<file path="config.mk">
export PLATFORM = sky130hd
export DESIGN_NAME = interp_upconv
export DESIGN_NICKNAME = d
export VERILOG_FILES = /design/src/rtl/interp_pkg.sv /design/src/rtl/interp_upconv_fs4_mixer.sv /design/src/rtl/interp_upconv.sv
export SDC_FILE = /design/constraint.sdc
export NUM_CORES = 1
export LEC_CHECK = 0
export ABC_AREA = 1
export BUFFER_PORTS_ARGS = -buffer_cell sky130_fd_sc_hd__buf_2
export CAP_MARGIN = 40
export CORE_ASPECT_RATIO = 1.5
export CORE_MARGIN = 5
export CORE_UTILIZATION = 40
export CTS_CLUSTER_SIZE = 24
export DETAILED_ROUTE_END_ITERATION = 7
export GPL_TIMING_DRIVEN = 0
export PLACE_DENSITY_LB_ADDON = 0.2
export SYNTH_ARGS = -nofsm -noshare
export SYNTH_HDL_FRONTEND = slang
export SYNTH_SLANG_ARGS = --single-unit
</file>
<file path="constraint.sdc">
create_clock -name clock_i -period 3.7 [get_ports clock_i]
set_input_delay 0.37 -clock clock_i [delete_from_list [all_inputs] [get_ports clock_i]]
set_output_delay 0.37 -clock clock_i [all_outputs]
set_load 0.005 [all_outputs]
</file>
<file path="src/rtl/interp_pkg.sv">
// interp_pkg: shared encodings, FSM state type and saturating negation for
// the interpolating fs/4 upconverter.
package interp_pkg;

  localparam logic       INTERP_ZOH = 1'b0;
  localparam logic       INTERP_LIN = 1'b1;

  localparam logic [1:0] MIX_BYP = 2'b00;
  localparam logic [1:0] MIX_COS = 2'b01;
  localparam logic [1:0] MIX_SIN = 2'b10;

  typedef enum logic {
    IDLE = 1'b0,
    RUN  = 1'b1
  } state_e;

  // Negate a sign-extended w-bit value; the single overflow case
  // -(-2**(w-1)) clamps to the positive full scale 2**(w-1)-1.
  function automatic logic signed [63:0] sat_neg(input logic signed [63:0] x,
                                                  input int w);
    logic signed [63:0] maxv;
    logic signed [63:0] n;
    maxv = (64'sd1 <<< (w - 1)) - 64'sd1;
    n    = -x;
    return (n > maxv) ? maxv : n;
  endfunction

endpackage

</file>
<file path="src/rtl/interp_upconv_fs4_mixer.sv">
// fs4_mixer: combinational fs/4 mixer.
//   v_i        interpolated sample
//   lo_ph_i    LO quadrant (0..3)
//   mix_mode_i 00 bypass, 01 cos, 10 sin, 11 bypass
//   mix_o      mixed sample (negation saturates)
module fs4_mixer
  import interp_pkg::*;
#(
  parameter int DATA_W = 20
) (
  input  logic signed [DATA_W-1:0] v_i,
  input  logic        [1:0]        lo_ph_i,
  input  logic        [1:0]        mix_mode_i,
  output logic signed [DATA_W-1:0] mix_o
);

  logic signed [DATA_W-1:0] neg;

  assign neg = DATA_W'(sat_neg(64'(v_i), DATA_W));

  always_comb begin
    mix_o = v_i;
    case (mix_mode_i)
      MIX_COS: begin
        case (lo_ph_i)
          2'd0:    mix_o = v_i;
          2'd2:    mix_o = neg;
          default: mix_o = '0;
        endcase
      end
      MIX_SIN: begin
        case (lo_ph_i)
          2'd1:    mix_o = v_i;
          2'd3:    mix_o = neg;
          default: mix_o = '0;
        endcase
      end
      default: mix_o = v_i;
    endcase
  end

endmodule

</file>
<file path="src/rtl/interp_upconv.sv">
// interp_upconv: upsample slow-rate signed baseband by 2**RATIO_LOG2 (ZOH or
// linear) and apply a selectable fs/4 upconversion, one output per clock.
//   clock_i        fast clock
//   reset_ni       async active-low reset
//   in_data_i      baseband sample, in_valid_i / in_ready_o handshake
//   interp_mode_i  0 ZOH, 1 linear
//   mix_mode_i     00 bypass, 01 cos, 10 sin, 11 bypass
//   clr_underrun_i sync clear of sticky underrun (a new event wins)
//   out_data_o     registered mixed output, out_valid_o its qualifier
//   underrun_o     sticky: a sample was due but in_valid_i was low
module interp_upconv
  import interp_pkg::*;
#(
  parameter int DATA_W     = 20,
  parameter int RATIO_LOG2 = 5
) (
  input  logic                     clock_i,
  input  logic                     reset_ni,
  input  logic signed [DATA_W-1:0] in_data_i,
  input  logic                     in_valid_i,
  output logic                     in_ready_o,
  input  logic                     interp_mode_i,
  input  logic        [1:0]        mix_mode_i,
  input  logic                     clr_underrun_i,
  output logic signed [DATA_W-1:0] out_data_o,
  output logic                     out_valid_o,
  output logic                     underrun_o
);

  localparam int ACC_W = DATA_W + RATIO_LOG2 + 1;

  state_e                   state_q, state_d;
  logic [RATIO_LOG2-1:0]    phase_q, phase_d;
  logic signed [DATA_W-1:0] prev_q, prev_d, cur_q, cur_d;
  logic signed [ACC_W-1:0]  acc_q, acc_d;
  logic [1:0]               lo_ph_q, lo_ph_d;
  logic                     underrun_q, underrun_d;
  logic signed [DATA_W-1:0] out_data_q;
  logic                     out_valid_q;

  logic                     last_ph;
  logic signed [DATA_W:0]   delta;
  logic signed [ACC_W-1:0]  delta_ext, cur_ext, acc_sh;
  logic signed [DATA_W-1:0] v, mix;

  assign last_ph    = &phase_q;
  assign in_ready_o = (state_q == IDLE) || ((state_q == RUN) && last_ph);

  assign delta     = $signed({cur_q[DATA_W-1], cur_q}) - $signed({prev_q[DATA_W-1], prev_q});
  assign delta_ext = $signed({{RATIO_LOG2{delta[DATA_W]}}, delta});
  assign cur_ext   = $signed({{(RATIO_LOG2 + 1){cur_q[DATA_W-1]}}, cur_q});
  // acc holds prev*R + k*delta, so the shift yields prev + floor(k*delta/R)
  assign acc_sh    = acc_q >>> RATIO_LOG2;
  assign v         = (interp_mode_i == INTERP_LIN) ? DATA_W'(acc_sh) : cur_q;

  fs4_mixer #(.DATA_W(DATA_W)) u_mix (
    .v_i       (v),
    .lo_ph_i   (lo_ph_q),
    .mix_mode_i(mix_mode_i),
    .mix_o     (mix)
  );

  always_comb begin
    state_d    = state_q;
    phase_d    = phase_q;
    prev_d     = prev_q;
    cur_d      = cur_q;
    acc_d      = acc_q;
    lo_ph_d    = lo_ph_q;
    underrun_d = underrun_q;
    if (clr_underrun_i) underrun_d = 1'b0;
    case (state_q)
      IDLE: begin
        if (in_valid_i) begin
          cur_d   = in_data_i;
          prev_d  = '0;
          acc_d   = '0;
          phase_d = '0;
          state_d = RUN;
        end
      end
      RUN: begin
        lo_ph_d = lo_ph_q + 2'd1;
        if (last_ph) begin
          // segment boundary: restart the ramp from the current sample;
          // without a new sample the ramp is flat (cur unchanged)
          prev_d  = cur_q;
          acc_d   = cur_ext <<< RATIO_LOG2;
          phase_d = '0;
          if (in_valid_i) cur_d = in_data_i;
          else            underrun_d = 1'b1;
        end else begin
          phase_d = phase_q + RATIO_LOG2'(1);
          acc_d   = acc_q + delta_ext;
        end
      end
      default: state_d = IDLE;
    endcase
  end

  always_ff @(posedge clock_i or negedge reset_ni) begin
    if (!reset_ni) begin
      state_q     <= IDLE;
      phase_q     <= '0;
      prev_q      <= '0;
      cur_q       <= '0;
      acc_q       <= '0;
      lo_ph_q     <= '0;
      underrun_q  <= 1'b0;
      out_data_q  <= '0;
      out_valid_q <= 1'b0;
    end else begin
      state_q     <= state_d;
      phase_q     <= phase_d;
      prev_q      <= prev_d;
      cur_q       <= cur_d;
      acc_q       <= acc_d;
      lo_ph_q     <= lo_ph_d;
      underrun_q  <= underrun_d;
      out_data_q  <= mix;
      out_valid_q <= (state_q == RUN);
    end
  end

  assign out_data_o  = out_data_q;
  assign out_valid_o = out_valid_q;
  assign underrun_o  = underrun_q;

endmodule
</file>
-- After elaboration in Yosys (flattened, before gate mapping)
Index checks and enable logic that the tools add are counted.
- register bits: 96
- input port bits: 27
- output and inout port bits: 23
- word-level logic and storage cells: 51
- $add $sub $neg: 5
- order comparisons: 1
- equality and inequality tests: 7
- mux-type cells: 23
- bitwise logic cells: 1
- reduce and logical (&&, ||, !) cells: 5
- operator list (operator ; count):
    20-bit case mux with 2 select lines ; 5
    20-bit two-way mux ; 6
    64-bit by 20-bit > comparator with 1-bit output, second input constant ; 1
    20-bit negator with 64-bit output ; 1
    26-bit two-way mux ; 2
    26-bit case mux with 2 select lines ; 1
    26-bit by 21-bit adder with 26-bit output ; 1
    20-bit by 20-bit subtractor with 21-bit output ; 1
    5-bit two-way mux ; 2
    5-bit case mux with 2 select lines ; 1
    2-bit equality test, second input constant ; 3
    1-bit two-way mux ; 6
    5-bit by 1-bit adder with 5-bit output, second input constant ; 1
    5-bit AND reduction ; 1
    2-bit by 1-bit equality test with 1-bit output, second input constant ; 2
    2-bit by 1-bit adder with 2-bit output, second input constant ; 1
    2-bit logical NOT ; 1
    2-bit by 1-bit inequality test with 1-bit output, second input constant ; 1
    2-bit inequality test, second input constant ; 1
    2-bit AND reduction ; 1
    1-bit logical AND ; 1
    1-bit logical OR ; 1
    1-bit inverter ; 1

-- Depth between registers and ports, before layout
Gate-level depths: netlist of run 1.
- depth in word-level cells: 6
- gate-level depth with buffers: 27
- mapped depth without buffers: 26

-- Hierarchy
From an unflattened synthesis of run 1, not the netlist that was laid out.
- cells, all modules: 1279
- area, all modules: 8326.7 µm²
- modules (own cells, without submodules) (module ; times used ; cells an instance ; area an instance (µm²) ; seq. area each (µm²)):
    interp_upconv ; 1 ; 863 ; 6336.1 ; 2377.3
    fs4_mixer ; 1 ; 416 ; 1990.7 ; 0.0

-- Least setup slack after synthesis of run 1
Ideal clock, no wire load.
- kind: input to register
- start point: in interp_mode_i
- end point: reg out_data_q[9] (netlist: out_data_o[9])
- library setup time: 0.117 ns
- arrival: 3.241 ns
- required time: 3.583 ns
- path slack: 0.342 ns
- stages: 25
- path buffers: 2
- path through: buf_2 -> o21ai_2 -> ha_1 -> inv_1 -> nor2_1 -> nand2_2 -> nor2_2 -> nand3_1 -> nor2_2 -> nand2_1 -> ha_1 -> nand4_1 -> nor2_1 -> nand3_1 -> nor3_1 -> nand4_2 -> nand2_2 -> buf_12 -> nand2_4 -> nand2_1 -> nand2_1 -> nand2_1 -> nand2_1 -> nand2_1 -> nand2_1
- longest elaborated chain between the ends: 6
- elaborated cells between the ends (all ways): 7
- classes of those cells: add/sub (1); order compare (1); mux (5)
- RTL lines (element ; RTL line ; RTL):
    from (decl) ; interp_upconv.sv:22 ; input logic interp_mode_i,
    20-bit two-way mux * ; interp_upconv.sv:54 ; assign v = (interp_mode_i == INTERP_LIN) ? DATA_W'(acc_sh) : cur_q;
    20-bit negator with 64-bit output ; interp_pkg.sv:24 ; n = -x;
    64-bit by 20-bit > comparator with 1-bit output ; interp_pkg.sv:25 ; return (n > maxv) ? maxv : n;
    20-bit two-way mux ; interp_pkg.sv:25 ;
    20-bit case mux with 2 select lines, on equally long branches ; interp_upconv_fs4_mixer.sv:32, interp_upconv_fs4_mixer.sv:25 ;
    20-bit case mux with 2 select lines * ; interp_upconv_fs4_mixer.sv:23 ; case (mix_mode_i)
    via mix[9] ; interp_upconv.sv:44 ; logic signed [DATA_W-1:0] v, mix;
    to (signal assigned) ; interp_upconv.sv:120 ; out_data_q <= mix;
    to (decl) ; interp_upconv.sv:38 ; logic signed [DATA_W-1:0] out_data_q;
The timed path passes the listed nets; every way through them passes the cells marked *.
A chain may end at the register's enable or synchronous reset.

-- Worst setup path in the final report of run 1
- start point: reg cur_q[1]
- end point: reg out_data_q[12] (netlist: out_data_o[12])
- longest elaborated chain between the ends: 6
- elaborated cells between the ends (all ways): 7
- classes of those cells: add/sub (1); order compare (1); mux (5)
- RTL lines (element ; RTL line ; RTL):
    from (decl) ; interp_upconv.sv:34 ; logic signed [DATA_W-1:0] prev_q, prev_d, cur_q, cur_d;
    from (signal assigned) ; interp_upconv.sv:116 ; cur_q <= cur_d;
    20-bit two-way mux * ; interp_upconv.sv:54 ;
    20-bit negator with 64-bit output * ; interp_pkg.sv:24 ;
    64-bit by 20-bit > comparator with 1-bit output ; interp_pkg.sv:25 ;
    20-bit two-way mux * ; interp_pkg.sv:25 ;
    20-bit case mux with 2 select lines, on equally long branches ; interp_upconv_fs4_mixer.sv:32, interp_upconv_fs4_mixer.sv:25 ;
    20-bit case mux with 2 select lines * ; interp_upconv_fs4_mixer.sv:23 ;
    via mix[12] ; interp_upconv.sv:44 ;
Marked as above.

==> metrics.md, run 1 <==
| Metric | Value |
|---|---|
| Total CTS buffers | `9` |
| Fin. Hold Viols | `0` |
| FF+latch count, synth | `95` |
| Antenna violations before repair | `0` |
| Row count | `61` |
| Global-route usage over all layers | `20.9%` |
| Setup TNS | `0 ns` |
| Routed via count | `6,953` |
| Clock skew | `0.0139 ns` |
| Diodes inserted | `0` |
| Kind of critical path | `flop to flop` |
| Die Y | `179 um` |
| Die Area | `21,900 sq um` |
| WL per Instance | `15.7 um` |
| Core ar. | `18,600 sq um` |
| Hold Buf Count CTS | `0` |
| Nets | `1,241` |
| Place WS | `-0.570 ns` |
| Sequential Area | `2380 sq um` |
| WL final | `22,000 um` |
| Top cell type by total area after synthesis | `dfrtp_1` |
| Antenna Nets Post-Route | `0` |
| Drt initial violations | `513` |
| Yosys cell types | `39` |
| Status | `finished clean` |
| Fin crit period | `3.54 ns` |
| Placed cell area | `8190 sq um` |
| Residual DRC count | `0` |
| Cell repeated most along the worst path | `nand2_1` |
| Slew Limit Fails | `0` |
| Synth Flop Type | `dfrtp_1` |
| Top-count cell post-synth | `nand2_1` |
| Vias in the first global route | `6,870` |
| Slowest-stage cell, CP | `dfrtp_2` |
| Synth warnings | `0` |
| Worst slew margin | `53.8%` |
| Fillers | `1,960` |
| First-pass GRT wire length | `35,500 um` |
| Post-synthesis sequential area ratio | `31.3%` |
| Max frequency | `283 MHz` |
| Worst EP required | `3.93 ns` |
| Worst-margin pin slew | `0.694 ns` |
| CTS H-Tree Depth | `3` |
| CP cell instances | `o21ai_4 -> ha_4 -> inv_1 -> nor2_2 -> nand2_2 -> nor2_4 -> nand3_4 -> nor2_4 -> nand2_1 -> ha_1 -> nand4_1 -> nor2_1 -> nand3_1 -> nor3_2 -> nand4_2 -> nand2_4 -> clkbuf_16 -> nand2_2 -> nand2_1 -> nand2_1 -> nand2_1 -> nand2_1 -> nand2_1 -> nand2_1` |
| Cell Area, Synth | `7600 sq um` |
| Drt pass-1 iters | `5` |
| CP startpoint kind | `flop` |
| Endpoint class of the critical path | `flop` |
| Vias/cell | `4.97` |
| Critical path arrival | `3.77 ns` |
| Synth Instances | `1,069` |
| Area contributors post-synth | `dfrtp_1 (31%), nand2_1 (19%), ha_1 (7.9%), inv_1 (6.8%), fa_1 (6.3%)` |
| Post-synth top area share | `31.3%` |
| CTS sink cnt | `95` |
| Worst-path clk slew | `0.07 ns` |
| Number of endpoints failing setup at the final stage | `0` |
| GR Overflow Total | `0` |
| Min setup slack post-route | `0.162 ns` |
| Die width | `123 um` |
| Largest net degree at the start of global routing | `51` |
| CTS Root Cell | `clkbuf_16` |
| Top post-synthesis cells by count | `nand2_1 (387), inv_1 (137), dfrtp_1 (95)` |
| IO Count | `50` |
| EDFF count, synth | `0` |
| RePlAce Congestion | `0.896` |
| Layout cells sized above 1 | `12.7%` |
| CP max FO | `5` |
| Clk_lat worst skew | `0.35 ns` |
| CTS max path bufs | `2` |
| Fin crit share | `95.6%` |
| Detail Placement HPWL | `17,200 um` |
| Crit path largest cell delay | `0.45 ns` |
| Max-Cap Viols | `0` |
| Final Cell Area | `8730 sq um` |
| Multi-input logic area | `4590 sq um` |
| Port Buf Inserts | `49` |
| Worst min-delay path class | `primary input to asynchronous set/reset pin` |
| Syn nets | `1,168` |
| Area growth, synth to finish | `14.9%` |
| CTS tree | `yes` |
| Asr flop ratio synth | `100%` |
| Syn Area/Cell | `7.11 sq um` |
| Initial core utilization | `40.8%` |
==> cell type report <==
cell class / instances / share of cell area (%)
inverters: 141 / 6.06
repair buffers: 62 / 4.59
clock inverters: 5 / 0.932
multi-input cells: 794 / 52.6
flip-flops and latches: 95 / 27.3
well taps: 252 / 3.61
clock buffers: 10 / 2.74
plain buffers: 39 / 2.22
==> critical path: cells and delay by family (launching register included) <==
family                     cells  cell delay (ns)
adders and majority gates      2             0.45
and+or+nand+nor               19             2.07
AOI/OAI and AO/OA              1             0.22
buffers and inverters          2             0.22
DFF                            1             0.45
==> worst paths after layout <==
check | endpoint | slack [ns] | cells past startpoint | startpoint
setup / recovery | out_data_o[12] | 0.16 | 24 | cur_q[1]
hold / removal | cur_q[1] | 0.03 | 1 | reset_ni
setup reg to reg | out_data_o[12] | 0.16 | 24 | cur_q[1]
hold reg to reg | out_valid_o | 0.38 | 0 | state_q
max in group asynchronous | prev_q[14] | 2.99 | 2 | reset_ni
min in group clock_i | underrun_o | 0.22 | 2 | clr_underrun_i
==> cells in the final DEF, fill, tap and decap left out, types with 7 or more instances in the layout <==
cell type,Yosys,routed
inv_1,137,135
nand2_2,11,15
fa_1,24,24
nand3_1,33,32
dfrtp_1,95,93
clkbuf_16,0,11
a21oi_1,50,50
buf_2,4,52
o22ai_1,14,14
o21bai_1,13,13
xor2_1,15,15
a31oi_1,7,7
o21ai_0,55,55
buf_4,2,13
nand2_1,387,382
xnor2_1,13,13
nand2_4,10,11
nor2_1,64,63
clkbuf_1,30,30
ha_1,48,47
==> state kept, by name, indices dropped and copies added (netlist names) <==
| signal | count |
|---|---|
| acc_q | 25 |
| cur_q | 20 |
| lo_ph_q | 2 |
| out_data_o | 20 |
| out_valid_o | 1 |
| phase_q | 5 |
| prev_q | 20 |
| state_q | 1 |
| underrun_o | 1 |
==> layer usage <==
layer / vias up / global-route usage (%) / share of wire (%)
met5: - / 0 / 0
met4: 0 / 7.61 / 3.6
met3: 53 / 2.43 / 2.9
met2: 131 / 40.1 / 54
met1: 3269 / 23.2 / 39
li1: 3500 / - / -
==> repair_timing <==
| action | in CTS | in global routing |
|---|---|---|
| buffers inserted | 3 | 7 |
| resized for setup | 3 | 20 |
| pin swaps | 2 | 18 |
| gates cloned | 0 | 2 |
| setup endpoints to repair | 19 | 19 |
==> logic make-up after synthesis <==
group,after synthesis,synth area share (%)
AND/OR/NAND/NOR,532,29.3
buffers and inverters,180,9.47
AO/OA/AOI/OAI,158,11.9
flip-flops,95,31.3
adder cells (fa/ha/maj),72,14.2
XOR/XNOR,28,3.23
multiplexers,4,0.527
==> metrics by stage <==
step	hold slack, ns	instances	util, %
5_1_grt	0.0777	1398	46.9
3_5_place_dp	0.361	1371	44.0
3_3_place_gp	0.355	1370	43.8
2_1_floorplan	0.0744	1069	-
4_1_cts	0.0576	1389	45.9
6_report	0.0337	1398	46.9
Power of run 1 is not shown: default switching activity piles up to over one toggle a cycle in this logic, so the estimate is an artifact.
==> run 2, diff against run 1 <==
--- a/config.mk
+++ b/config.mk
@@ -14,6 +14,7 @@
 export CTS_CLUSTER_SIZE = 24
 export DETAILED_ROUTE_END_ITERATION = 7
 export GPL_TIMING_DRIVEN = 0
+export MAX_ROUTING_LAYER = met4
 export PLACE_DENSITY_LB_ADDON = 0.2
 export SYNTH_ARGS = -nofsm -noshare
 export SYNTH_HDL_FRONTEND = slang
==> metrics.md, run 2 (synthesis gave the netlist of run 1 again) <==
| Metric | Value |
|---|---|
| WL per Instance | `15.7 um` |
| Cell repeated most along the worst path | `nand2_1` |
| Die Y | `179 um` |
| CTS max path bufs | `2` |
| Number of endpoints failing setup at the final stage | `0` |
| Row count | `61` |
| Core ar. | `18,600 sq um` |
| Top Metal Used | `met4` |
| Worst-path clk slew | `0.07 ns` |
| GR Overflow Total | `0` |
| Port Buf Inserts | `49` |
| Residual DRC count | `0` |
| Total CTS buffers | `9` |
| Fin crit share | `95.3%` |
| CP max FO | `5` |
| Drt pass-1 iters | `5` |
| RePlAce Congestion | `0.911` |
| WP buf/inv | `2` |
| CTS tree | `yes` |
| CTS Root Cell | `clkbuf_16` |
| Drt initial violations | `526` |
| Global-route usage over all layers | `21.5%` |
| WP depth | `24` |
| Max-Cap Viols | `0` |
| Largest net degree at the start of global routing | `51` |
| Detail Placement HPWL | `17,200 um` |
| Vias/cell | `4.96` |
| Routed via count | `6,933` |
| CTS sink cnt | `95` |
| Hold Buf Count CTS | `0` |
| Crit path largest cell delay | `0.45 ns` |
| Slowest-stage cell, CP | `dfrtp_2` |
| Vias in the first global route | `6,881` |
| Worst min-delay path class | `primary input to asynchronous set/reset pin` |
| Met2 Routed Length | `11,900 um` |
| Antenna violations before repair | `0` |
| Initial core utilization | `40.8%` |
| IO Count | `50` |
| Largest Register | `acc_q` |
| Area growth, synth to finish | `14.8%` |
| Worst EP required | `3.94 ns` |
| Clk_lat worst skew | `0.35 ns` |
| Layout cells sized above 1 | `12.6%` |
| Clock skew | `0.0132 ns` |
| WL met3 | `625 um` |
| Critical path arrival | `3.76 ns` |
| Worst slew margin | `51.9%` |
| Top delay family on crit path | `simple AND/OR/NAND/NOR gates` |
| Fillers | `1,960` |
| Max frequency | `284 MHz` |
| Fin. Hold Viols | `0` |
| Worst hold margin | `0.0247 ns` |
| CP startpoint kind | `flop` |
| Post-Route M1 WL | `8560 um` |
| Kind of critical path | `flop to flop` |
| Endpoint class of the critical path | `flop` |
| Antenna Nets Post-Route | `0` |
| CTS H-Tree Depth | `3` |
| CP cell instances | `o21ai_4 -> ha_4 -> inv_1 -> nor2_2 -> nand2_2 -> nor2_4 -> nand3_4 -> nor2_4 -> nand2_1 -> ha_1 -> nand4_1 -> nor2_1 -> nand3_1 -> nor3_2 -> nand4_2 -> nand2_4 -> clkbuf_16 -> nand2_1 -> nand2_1 -> nand2_1 -> nand2_1 -> nand2_1 -> nand2_1 -> nand2_1` |
| Slew Limit Fails | `0` |
| Multi-input logic area | `4590 sq um` |
| Status | `finished clean` |
| Diodes inserted | `0` |
| Nets | `1,241` |
| Max reg flops | `25` |
| Die width | `123 um` |
| Leading cell types in the layout, fill and taps excluded | `nand2_1 (384), inv_1 (135), dfrtp_1 (93), nor2_1 (63), o21ai_0 (55)` |
| Die Area | `21,900 sq um` |
| Most common cell after layout, fill and taps aside | `nand2_1` |
| WL final | `21,900 um` |
| First-pass GRT wire length | `35,500 um` |
| Worst-margin pin slew | `0.722 ns` |
| R2R depth | `24` |
| Sequential Area | `2380 sq um` |
| Fin crit period | `3.53 ns` |
-- run 2: final timing paths --
check                          startpoint             end  slack [ns]
min in group clock_i       clr_underrun_i      underrun_o        0.21
max in group asynchronous        reset_ni      prev_q[14]        3.00
hold / removal                   reset_ni        cur_q[1]        0.02
hold reg to reg                   state_q     out_valid_o        0.37
setup / recovery                 cur_q[1]  out_data_o[12]        0.17
setup reg to reg                 cur_q[1]  out_data_o[12]        0.17
-- run 2: timing repair --
action	in CTS	in global routing
gates resized for setup	3	18
setup buffers	3	7
pin swaps	2	15
endpoints found under the setup margin	19	19
gates cloned	0	2
-- run 2: per-stage QoR --
stage | util [%] | setup WS, ns | TNS, ns | std cells | instance area (sq um)
final | 46.8 | 0.174 | 0 | 1398 | 8720
after global routing | 46.8 | -0.0439 | -0.430 | 1398 | 8720
after detailed placement | 44.0 | -0.570 | -10.55 | 1371 | 8190
after global placement | 43.8 | -0.552 | -10.26 | 1370 | 8160
after CTS | 45.9 | 0.00401 | 0 | 1389 | 8550
after floorplan | - | 0.342 | 0 | 1069 | 7600
-- run 2: cell type report --
| type | instances | area share [%] |
|---|---|---|
| Buffer | 39 | 2.22 |
| Clock buffer | 10 | 2.74 |
| Clock inverter | 5 | 0.932 |
| Inverter | 141 | 6.07 |
| Multi-Input combinational cell | 794 | 52.6 |
| Sequential cell | 95 | 27.3 |
| Tap cell | 252 | 3.61 |
| Timing Repair Buffer | 62 | 4.59 |
-- run 2: per-layer routing --
metal | global-route usage [%] | vias to the layer above
li1 | - | 3502
met1 | 23.2 | 3248
met2 | 40.1 | 129
met3 | 2.56 | 54
met4 | 7.47 | 0
met5 | - | -
Power of run 2 is left out for the same reason.
